[config.mk]
export PLATFORM = sky130hd
export DESIGN_NAME = iomem_arbiter
export DESIGN_NICKNAME = d
export VERILOG_FILES = /design/src/rtl/iomem_arbiter_pkg.sv /design/src/rtl/iomem_arbiter_rr_arb2.sv /design/src/rtl/iomem_arbiter.sv
export SDC_FILE = /design/constraint.sdc
export NUM_CORES = 1
export LEC_CHECK = 0
export ABC_AREA = 1
export BUFFER_PORTS_ARGS = -buffer_cell sky130_fd_sc_hd__buf_4
export CORE_AREA = 2 2 122 124
export DETAILED_ROUTE_END_ITERATION = 16
export DIE_AREA = 0 0 124 126
export PLACE_DENSITY_LB_ADDON = 0.25
export SLEW_MARGIN = 15
export SYNTH_ARGS = -nofsm -noshare
export SYNTH_HDL_FRONTEND = slang
export SYNTH_SLANG_ARGS = --single-unit
[constraint.sdc]
create_clock -name clock -period 2.05 [get_ports clock]
set_input_delay 0.3075 -clock clock [delete_from_list [all_inputs] [get_ports clock]]
set_output_delay 0.3075 -clock clock [all_outputs]
set_load 0.01 [all_outputs]
[src/rtl/iomem_arbiter_pkg.sv]
// Shared definitions for the two-master iomem arbiter: bus widths, the FSM
// state encoding and the default error read-data pattern.
package iomem_arbiter_pkg;

  localparam int ADDR_W = 32;
  localparam int DATA_W = 32;
  localparam int STRB_W = 4;
  localparam int CNT_W  = 16;

  localparam logic [DATA_W-1:0] ERR_DATA_DEFAULT = 32'hDEAD_BEEF;

  typedef enum logic [1:0] {
    ST_IDLE    = 2'd0,
    ST_BUSY    = 2'd1,
    ST_RELEASE = 2'd2
  } state_t;

  // Index of the owner in a one-hot two-bit grant (00 maps to 0).
  function automatic logic onehot_to_idx(input logic [1:0] oh);
    return oh[1];
  endfunction

endpackage

[src/rtl/iomem_arbiter_rr_arb2.sv]
// Two-requester round-robin selector. The last-grant register remembers who
// was served most recently so a simultaneous request goes to the other one.
module rr_arb2
  import iomem_arbiter_pkg::*;
(
  input  logic       clock,
  input  logic       reset,
  input  logic [1:0] req,
  input  logic       load,
  output logic [1:0] gnt
);

  // 1 = m1 was served last; reset value hands first priority to m0.
  logic last_reg;

  always_comb begin
    gnt = 2'b00;
    unique case (req)
      2'b01:   gnt = 2'b01;
      2'b10:   gnt = 2'b10;
      2'b11:   gnt = last_reg ? 2'b01 : 2'b10;
      default: gnt = 2'b00;
    endcase
  end

  always_ff @(posedge clock or posedge reset) begin
    if (reset) begin
      last_reg <= 1'b1;
    end else if (load && (gnt != 2'b00)) begin
      last_reg <= onehot_to_idx(gnt);
    end
  end

endmodule

[src/rtl/iomem_arbiter.sv]
// Arbitrates two iomem masters onto one slave port, one transaction at a
// time, with a slave-response timeout that answers the master with ERR_DATA.
module iomem_arbiter
  import iomem_arbiter_pkg::*;
#(
  parameter int                TIMEOUT  = 255,
  parameter logic [DATA_W-1:0] ERR_DATA = ERR_DATA_DEFAULT
) (
  input  logic              clock,
  input  logic              reset,

  input  logic              m0_valid,
  input  logic [STRB_W-1:0] m0_wstrb,
  input  logic [ADDR_W-1:0] m0_addr,
  input  logic [DATA_W-1:0] m0_wdata,
  output logic              m0_ready,
  output logic [DATA_W-1:0] m0_rdata,

  input  logic              m1_valid,
  input  logic [STRB_W-1:0] m1_wstrb,
  input  logic [ADDR_W-1:0] m1_addr,
  input  logic [DATA_W-1:0] m1_wdata,
  output logic              m1_ready,
  output logic [DATA_W-1:0] m1_rdata,

  output logic              s_valid,
  output logic [STRB_W-1:0] s_wstrb,
  output logic [ADDR_W-1:0] s_addr,
  output logic [DATA_W-1:0] s_wdata,
  input  logic              s_ready,
  input  logic [DATA_W-1:0] s_rdata,

  output logic              timeout_err,
  output logic [1:0]        grant
);

  localparam logic [CNT_W-1:0] TIMEOUT_CNT = CNT_W'(TIMEOUT);

  logic [1:0]             req;
  logic [1:0][ADDR_W-1:0] m_addr;
  logic [1:0][DATA_W-1:0] m_wdata;
  logic [1:0][STRB_W-1:0] m_wstrb;
  logic [1:0]             m_ready;
  logic [1:0][DATA_W-1:0] m_rdata;

  assign req     = {m1_valid, m0_valid};
  assign m_addr  = {m1_addr, m0_addr};
  assign m_wdata = {m1_wdata, m0_wdata};
  assign m_wstrb = {m1_wstrb, m0_wstrb};

  state_t           state_reg, state_next;
  logic [1:0]       grant_reg, grant_next;
  logic [CNT_W-1:0] cnt_reg, cnt_next;
  logic             err_reg, err_next;

  logic       busy;
  logic       expired;
  logic       done;
  logic       sel;
  logic       arb_load;
  logic [1:0] arb_gnt;

  rr_arb2 u_rr_arb2 (
    .clock (clock),
    .reset (reset),
    .req   (req),
    .load  (arb_load),
    .gnt   (arb_gnt)
  );

  assign busy    = (state_reg == ST_BUSY);
  assign expired = busy && (cnt_reg == TIMEOUT_CNT);
  // A slave response in the expiry cycle still counts as a normal completion.
  assign done    = busy && (s_ready || expired);
  assign sel     = onehot_to_idx(grant_reg);

  always_ff @(posedge clock or posedge reset) begin
    if (reset) begin
      state_reg <= ST_IDLE;
      grant_reg <= 2'b00;
      cnt_reg   <= '0;
      err_reg   <= 1'b0;
    end else begin
      state_reg <= state_next;
      grant_reg <= grant_next;
      cnt_reg   <= cnt_next;
      err_reg   <= err_next;
    end
  end

  always_comb begin
    state_next = state_reg;
    grant_next = grant_reg;
    cnt_next   = cnt_reg;
    err_next   = err_reg;
    arb_load   = 1'b0;

    unique case (state_reg)
      ST_IDLE: begin
        if (req != 2'b00) begin
          arb_load   = 1'b1;
          grant_next = arb_gnt;
          cnt_next   = '0;
          state_next = ST_BUSY;
        end
      end

      ST_BUSY: begin
        if (s_ready) begin
          grant_next = 2'b00;
          state_next = ST_RELEASE;
        end else if (expired) begin
          err_next   = 1'b1;
          grant_next = 2'b00;
          state_next = ST_RELEASE;
        end else begin
          cnt_next = cnt_reg + 1'b1;
        end
      end

      // One dead cycle so a master still lowering valid is not re-granted.
      ST_RELEASE: begin
        state_next = ST_IDLE;
      end

      default: begin
        grant_next = 2'b00;
        state_next = ST_IDLE;
      end
    endcase
  end

  assign s_valid = busy;
  assign s_addr  = busy ? m_addr[sel]  : '0;
  assign s_wdata = busy ? m_wdata[sel] : '0;
  assign s_wstrb = busy ? m_wstrb[sel] : '0;

  genvar gi;
  generate
    for (gi = 0; gi < 2; gi++) begin : g_master
      assign m_ready[gi] = done && grant_reg[gi];
      assign m_rdata[gi] = m_ready[gi] ? (s_ready ? s_rdata : ERR_DATA) : '0;
    end
  endgenerate

  assign m0_ready    = m_ready[0];
  assign m1_ready    = m_ready[1];
  assign m0_rdata    = m_rdata[0];
  assign m1_rdata    = m_rdata[1];
  assign grant       = grant_reg;
  assign timeout_err = err_reg;

endmodule

==> Yosys cells after proc, flatten, opt, wreduce, memory -nomap -nowiden <==
Cells that the tools add are included.
{ "totals": {"inputBits": 173, "word_cells": 61, "reg_bits": 22} }
{ "op_classes": {"eq_ne": 10, "order_cmp": 1, "n_addsub": 1, "bitwise_logic": 2, "reduce_logical": 14, "n_mux": 28} }
{ "op_table": {"columns": ["operator", "count"], "rows": [
  ["$mux W32", 9],
  ["$mux W16", 3],
  ["$pmux W16 S2", 1],
  ["$add A16 B1 Y16 const B", 1],
  ["$eq A16 B8 Y1 const B", 1],
  ["$mux W2", 7],
  ["$mux W4", 3],
  ["$pmux W2 S3", 2],
  ["$eq A2 B2 Y1 const B", 3],
  ["$ne A2 B2 Y1 const B", 3],
  ["$reduce_and A3 Y1", 2],
  ["$reduce_bool A2 Y1", 3],
  ["$logic_and A1 B1 Y1", 5],
  ["$eq A2 B1 Y1 const B", 2],
  ["$pmux W2 S2", 1],
  ["$reduce_and A4 Y1", 1],
  ["$ne A3 B2 Y1 const B", 1],
  ["$logic_not A2 Y1", 1],
  ["$lt A1 B2 Y1 const B", 1],
  ["$mux W1", 2],
  ["$not A1 Y1", 2],
  ["$reduce_and A2 Y1", 1],
  ["$logic_or A1 B1 Y1", 1]
]} }

==> Longest topological paths before layout <==
Gate-level depths: netlist (run 1).
{ "logic_depth": {"word_depth": 6, "mapped_depth": 10} }

==> Hierarchy <==
From an unflattened synthesis (run 1), not the netlist that was laid out.
{ "unflattened": {"cells_unflattened": 553, "hier_area_um2": 2915.3} }
{ "modules_own_cells": {"columns": ["module", "instances", "cells_per_inst", "area_per_inst_um2", "seq_area_each_um2"], "rows": [
  ["iomem_arbiter", 1, 544, 2850.2, 525.5],
  ["rr_arb2", 1, 9, 65.1, 26.3]
]} }

==> Worst setup path before layout (run 1) <==
Ideal clock, no wire load.
{ "synth_timing": {"path_kind": "reg-to-output", "from": "register cnt_reg[1]", "to": "output m0_rdata[22]", "n_path_buf": 1, "arrival_time_ps": 1453, "path_stages_with_launch": 11, "path_slack_ps": 290, "path_cell_list": "dfrtp_1 > ha_1 > nand2_2 > nor2_4 > nand2_2 > clkinv_2 > nand2_4 > nand2_4 > nand3_4 > buf_6 > nor2_1"} }
{ "synth_via": {"elab_chain_len": 6} }
{ "synth_rtl": {"columns": ["element", "line", "text"], "rows": [
  ["from (decl)", "iomem_arbiter.sv:53", "logic [CNT_W-1:0] cnt_reg, cnt_next;"],
  ["from (signal assigned)", "iomem_arbiter.sv:86", "cnt_reg <= cnt_next;"],
  ["$eq A16 B8 Y1", "iomem_arbiter.sv:72", "assign expired = busy && (cnt_reg == TIMEOUT_CNT);"],
  ["$logic_and A1 B1 Y1", "iomem_arbiter.sv:72", null],
  ["$logic_or A1 B1 Y1", "iomem_arbiter.sv:74", "assign done = busy && (s_ready || expired);"],
  ["$logic_and A1 B1 Y1", "iomem_arbiter.sv:74", null],
  ["$logic_and A1 B1 Y1", "iomem_arbiter.sv:141", "assign m_ready[gi] = done && grant_reg[gi];"],
  ["$mux W32", "iomem_arbiter.sv:142", "assign m_rdata[gi] = m_ready[gi] ? (s_ready ? s_rdata : ERR_DATA) : '0;"],
  ["to (decl)", "iomem_arbiter.sv:17", "output logic [DATA_W-1:0] m0_rdata,"]
]} }
No other way between the ends.

==> Worst setup path in the final report (run 1) <==
{ "layout_timing": {"from": "register cnt_reg[1]", "to": "output m0_rdata[28]"} }
Same word-level chain as after synthesis.

==> out/metrics.csv, run 1 <==
stage,metric,value,unit
floorplanning,start_util,19.0,%
global_route,grt_pass1_vias,3932,
synth,yosysMostFrequentCell,nand2_1,
cts,ctsHoldBuffers,0,
setup_path,r2r_cells,10,
run,drv_cap,0,
global_route,grt_max_degree,76,
detailed_routing,vias_per_cell,4.33,
detailed_routing,wire_per_inst,15.4,um
place,gp_congestion,0.872,
synth,synth-edff-count,0,
floorplanning,row_count,44,
synth,yosysWarnings,0,
synth,syn-instance-count,519,
outcome,failed_checks,negative setup slack,
cts,cts_htree_levels,1,
finish,largest_register_ffs,16,
cts,cts_root_buf,clkbuf_16,
timing,report.final.hold_viol_count,0,
synth,synth_area,2720,um2
timing,relSlewSlack,65.1,%
pwr,cellPowerDensity,915,nW/um2
global_route,antenna_found_initial,0,
floorplanning,io_pins,311,
setup_path,crit_arrival,1.83,ns
finish,design_area,5760,um2
floorplanning,die_area,15600,um2
floorplanning,die_w,124,um
finish,area_delta_synth_final,112,%
global_route,overflow,0,
setup_path,endpoint_kind,output port,
floorplanning,dieHeight,126,um
synth,netlist_top_cells_count,"nand2_1 (204), nor2_1 (113), a21oi_1 (68), nand3_1 (23), dfrtp_1 (21)",
detailed_routing,first_pass_iters,4,
setup_path,worstPathCellList,ha_4 -> nand2_4 -> nor2_4 -> nand2_4 -> clkinv_4 -> nand2_8 -> nand2_8 -> nand3_4 -> nor2_2 -> buf_4,
global_route,grt_pass1_wl,22300,um
timing,grt_setup_unrepaired,yes,
detailed_routing,drc,0,
synth,yosysTopAreaCell,nand2_1,
pwr,finalPower,5.28,mW
setup_path,worstSetupPathType,reg -> out,
synth,synth.area.top_cells,"nand2_1 (28%), dfrtp_1 (19%), nor2_1 (16%)",
setup_path,critPathMaxStageDelay,0.40,ns
global_route,grt_usage,18.1,%
cts,cts_max_path_buffers,2,
setup_path,critPathSlowestCell,dfrtp_1,
synth,syn_nets,693,
synth,synthFlopType,dfrtp_1,
timing,tightest_slew,0.524,ns
finish,nets,1005,
timing,worst_slack,-0.0915,ns
timing,max_freq,467,MHz
outcome,status,"complete, but fails checks",
cts,clk_pin_slew,0.06,ns
detailed_routing,drt-initial-drc-count,315,
finish,layout-drive-gt1-share,49.3,%
synth,yosys.area.top_type_share,28.1,%
timing,finClkSkew,0.00543,ns
synth,synth.avg_cell_area,5.25,um2
cts,numCtsBuffers,3,
timing,layout_min_cycle_time,2.14,ns
cts,worstSkewPairLatency,0.26,ns
detailed_routing,routed_wl,15600,um
synth,ys_ff_latch,22,
timing,finalCritPeriodShare,104,%
cts,cts_sinks,22,
detailed_routing,vias,4393,
place,pre_cts_ws,-0.0677,ns
setup_path,start_kind,flip-flop,
synth,ys_seq_area_share,20.3,%
place,place_area,5250,um2
min_path,hold_class,in -> async,
cts,cts_tree,yes,
pwr,leakagePower,3.08,nW
detailed_routing,ant_nets,0,
place,io_buffers,310,
setup_path,cp.required,1.74,ns
timing,report.final.slew_viol_count,0,
synth,synthArstFlopShare,100,%
floorplanning,core_region_area,14300,um2
place,dp_hpwl,11300,um
setup_path,critPathMaxFanout,8,
pwr,ir_drop,0.000496,V
finish,diodes,0,
timing,setup_viol,59,
synth,yosysUniqueCellTypes,27,
==> worst paths after layout <==
path / startpoint / to / slack [ns]
setup / recovery: cnt_reg[1] / m0_rdata[28] / -0.09
min in group clock: m1_valid / u_rr_arb2.last_reg / 0.33
max in group asynchronous: reset / cnt_reg[7] / 1.47
hold / removal: reset / grant[0] / 0.05
setup reg to reg: cnt_reg[1] / cnt_reg[5] / 0.40
hold reg to reg: u_rr_arb2.last_reg / u_rr_arb2.last_reg / 0.47
==> power breakdown <==
| group | total [mW] | leakage (nW) | internal (mW) | switching (mW) |
|---|---|---|---|---|
| clock | 0.550 | 0.0511 | 0.388 | 0.162 |
| sequential | 0.604 | 0.294 | 0.508 | 0.0960 |
| combinational | 4.12 | 2.73 | 1.75 | 2.38 |
==> cells by family after synthesis <==
group	synth area share [%]
compound gates	15.1
xor+xnor	1.93
fa+ha+maj	0.459
buf+inv	10.1
flops	20.3
simple gates	52.1
==> worst max-delay path: cells and delay by family, from the launching register on <==
kind,cells,cell delay (ns)
adders and majority gates,1,0.16
and+or+nand+nor,7,0.80
DFF,1,0.40
buffers and inverters,2,0.20
==> repair_timing <==
item                       4_1_cts  5_1_grt
gates cloned                     9        0
setup endpoints to repair       66       67
gates resized for setup         19       49
setup buffers                    6        2
pin swaps                        4        7
==> through the flow <==
step | cells | hold slack, ns | utilization, % | setup TNS (ns)
2_1_floorplan | 519 | 0.296 | - | 0
3_3_place_gp | 993 | 0.330 | 36.7 | -0.0421
3_5_place_dp | 993 | 0.346 | 36.7 | -1.24
4_1_cts | 1012 | 0.0649 | 39.2 | -2.66
5_1_grt | 1014 | 0.0787 | 40.3 | -9.32
6_report | 1014 | 0.0482 | 40.3 | -2.67
==> layout by cell type, fill, tap and decap left out, types with 2 or more instances in the layout <==
cell,instances
buf_4,326
nand2_1,203
nor2_1,71
a21oi_1,67
nor2_2,38
nand3_1,23
dfrtp_1,19
inv_1,16
nand3_4,10
o21ai_0,8
nor2_4,5
inv_2,4
buf_12,4
xnor2_1,3
nand2_4,3
nand4_1,3
o21bai_1,3
xor2_1,3
clkbuf_16,3
buf_6,3
nand2_8,2
nand2_2,2
dfrtp_2,2
==> metal layers <==
| layer | vias up | share of wire (%) | wire length (um) | track usage (%) |
|---|---|---|---|---|
| li1 | 2268 | - | - | - |
| met2 | 163 | 48 | 7420 | 29.2 |
| met3 | 21 | 7.7 | 1200 | 2.99 |
| met5 | - | 0 | 0 | 0 |
| met4 | 0 | 1.7 | 267 | 3.77 |
| met1 | 1941 | 43 | 6710 | 25.4 |
==> area by class of cell <==
class | instances | area, um2
multi-input cells | 448 | 2220
clock inverters | 1 | 30.0
well taps | 184 | 230
clock buffers | 3 | 75.1
flip-flops and latches | 22 | 554
inverters | 23 | 95.1
repair buffers | 333 | 2560
fillers | 1511 | 8550
(Power assumes the default switching activity.)
==> inputs of run 2 (changes only) <==
Settings changed: ABC_AREA 1 to 0, SETUP_SLACK_MARGIN set to 0.4.
Clock period 2.05 ns to 2.5 ns, I/O delays scaled along.
==> out/metrics.csv, run 2 <==
stage,metric,value,unit
outcome,status,"complete, but fails checks",
outcome,failed_checks,negative setup slack,
detailed_routing,vias,3943,
timing,grt_setup_unrepaired,yes,
global_route,met1_usage,17.4,%
cts,cts_sinks,22,
timing,finalCritPeriodShare,112,%
pwr,ir_drop,0.000334,V
detailed_routing,ant_nets,0,
timing,report.final.slew_viol_count,0,
place,gp_congestion,0.840,
pwr,leakagePower,2.86,nW
synth,synthFlopType,dfrtp_1,
finish,diodes,0,
pwr,finalPower,3.97,mW
pwr,internal-power,2.16,mW
finish,largest_register_ffs,16,
global_route,overflow,0,
synth,synthArstFlopShare,100,%
cts,ctsHoldBuffers,0,
pwr,cellPowerDensity,692,nW/um2
synth,syn_nets,562,
finish,mostFrequentLayoutCells,"buf_4 (319), nor2_1 (86), mux2i_1 (70), nor2_2 (41), dfrtp_1 (20)",
detailed_routing,vias_per_cell,4.46,
synth,synth.avg_cell_area,6.97,um2
synth,ys_seq_area_share,20.4,%
detailed_routing,wire_per_inst,15.0,um
detailed_routing,drc,0,
synth,synth_area,2710,um2
pwr,p_switching,1.82,mW
detailed_routing,routed_wl,13200,um
place,dp.cells,871,
pwr,p_seq_share,12.9,%
setup_path,r2r_cells,7,
timing,setup_viol,48,
global_route,grt_usage,15.3,%
global_route,grt_max_degree,72,
setup_path,r2r_slack,0.26,ns
cts,worstSkewPairLatency,0.26,ns
timing,finClkSkew,0.00589,ns
min_path,hold_class,in -> async,
floorplanning,dieHeight,126,um
cts,cts_root_buf,clkbuf_16,
floorplanning,die_area,15600,um2
timing,layout_min_cycle_time,2.81,ns
detailed_routing,first_pass_iters,4,
place,io_buffers,310,
synth,yosysWarnings,0,
detailed_routing,drt-initial-drc-count,110,
timing,holdWs,0.199,ns
finish,nets,875,
finish,layout-drive-gt1-share,60.0,%
setup_path,crit_arrival,2.43,ns
global_route,grt_use_met2,28.8,%
global_route,use_met3,4.12,%
setup_path,critPathMaxFanout,6,
setup_path,timing.rr.end,cnt_reg[13],
synth,synth.area.top_cells,"mux2i_1 (26%), dfrtp_1 (19%), nor2_1 (18%)",
finish,design_area,5740,um2
place,dp_hpwl,10700,um
global_route,grt_pass1_vias,3792,
floorplanning,io_pins,311,
timing,tightest_slew,0.620,ns
finish,instances_no_fill,884,
floorplanning,start_util,18.9,%
cts,numCtsBuffers,3,
pwr,switching_share,45.7,%
setup_path,worstSetupPathType,reg -> out,
place,place_area,5450,um2
cts,cts_tree,yes,
timing,report.final.hold_viol_count,0,
cts,cts_max_path_buffers,2,
floorplanning,die_w,124,um
setup_path,r2r-start,cnt_reg[12],
finish,layout_commonest_cell,buf_4,
floorplanning,core_region_area,14300,um2
global_route,antenna_found_initial,0,
timing,worst_slack,-0.306,ns
global_route,grt_pass1_wl,19200,um
setup_path,endpoint_kind,output port,
setup_path,start_kind,flip-flop,
finish,area_delta_synth_final,112,%
global_route,grt-busiest-layer,met2,
run,drv_cap,0,
timing,relSlewSlack,58.6,%
synth,yosysMostFrequentCell,nor2_1,
synth,netlist_top_cells_count,"nor2_1 (128), mux2i_1 (71), dfrtp_1 (21), nand2_1 (20), a21oi_1 (19)",
synth,yosys.area.top_type_share,26.3,%
synth,syn-instance-count,388,
cts,cts_htree_levels,1,
pwr,comb_power_share,78.5,%
setup_path,worstSetupEndpoint,m1_rdata[7],
setup_path,crit_start,cnt_reg[12],
timing,max_freq,356,MHz
synth,synth-edff-count,0,
floorplanning,row_count,44,
synth,ys_ff_latch,22,
setup_path,cp.required,2.12,ns
pwr,pwr-share-clk,8.6,%
cts,clk_pin_slew,0.06,ns
synth,yosysUniqueCellTypes,40,
synth,yosysTopAreaCell,mux2i_1,
## run 2: changes by cell type after synthesis, sizes merged, moves of 5 or more
cell / before / now
nand3: 25 / 9
inv: 21 / 8
mux2i: 0 / 71
nand2: 209 / 20
nor2: 114 / 129
a21oi: 68 / 29
and3: 0 / 17
nor3: 0 / 5
o21ai: 8 / 16
buf: 21 / 13
## run 2: power groups by stage
stage               combinational [mW]  sequential, mW  clock [mW]
global placement                  3.01           0.514           0
floorplan                         1.71           0.465           0
finish                            3.12           0.511       0.344
detailed placement                3.04           0.517           0
CTS                               3.13           0.512       0.354
global route                      3.39           0.523       0.366
## run 2: per-layer routing
| layer | up-vias | part of all wire, % |
|---|---|---|
| met5 | - | 0 |
| met4 | 0 | 0.58 |
| met3 | 9 | 9.9 |
| met2 | 178 | 52 |
| met1 | 1800 | 37 |
| li1 | 1956 | - |
## run 2: timing repair
item / CTS / global route
gates resized for setup: 16 / 18
pin swaps: 7 / 8
setup buffers: 6 / 1
setup endpoints to repair: 79 / 85
gates cloned: 1 / 1
## run 2: cell type report
class                           instances  area [um2]
Clock buffer                            4        78.8
Tap cell                              184         230
Inverter                                8        30.0
Multi-Input combinational cell        328        2180
Timing Repair Buffer                  338        2670
Sequential cell                        22         556
Fill cell                            1432        8570
## run 2: worst max-delay path, cell delays in order, from the launching register on
cell and delay (ns):
dfrtp_1 0.38, or4_4 0.54, or4_4 0.52, nor2_4 0.17
buf_12 0.14, clkbuf_16 0.14, a21oi_2 0.05, nor2_2 0.11
buf_4 0.12
## run 2: logic make-up (layout without fill, tap and decap cells)
| logic type | count (synthesis) | count (layout) | share of synthesized area, % |
|---|---|---|---|
| and+or+nand+nor | 198 | 198 | 32.6 |
| muxes | 71 | 71 | 26.3 |
| AOI/OAI and AO/OA | 58 | 58 | 13.9 |
| buffers and inverters | 38 | 350 | 6.34 |
| DFF | 22 | 22 | 20.4 |
| adders and majority gates | 1 | 1 | 0.462 |
## run 2: through the flow
stage | setup WS [ns] | utilization [%] | setup TNS, ns
3_3_place_gp | 0.0303 | 38.1 | 0
4_1_cts | -0.293 | 39.5 | -12.13
3_5_place_dp | -0.00644 | 38.1 | -0.0101
5_1_grt | -0.397 | 40.1 | -16.83
6_report | -0.306 | 40.1 | -12.30
2_1_floorplan | 0.134 | - | 0
## run 2: worst min-delay path by stage
| stage | slack (ns) | end |
|---|---|---|
| floorplan | 0.36 | cnt_reg[0] |
| global placement | 0.45 | timeout_err |
| detailed placement | 0.46 | timeout_err |
| CTS | 0.22 | cnt_reg[7] |
| global route | 0.26 | cnt_reg[7] |
| finish | 0.20 | cnt_reg[7] |
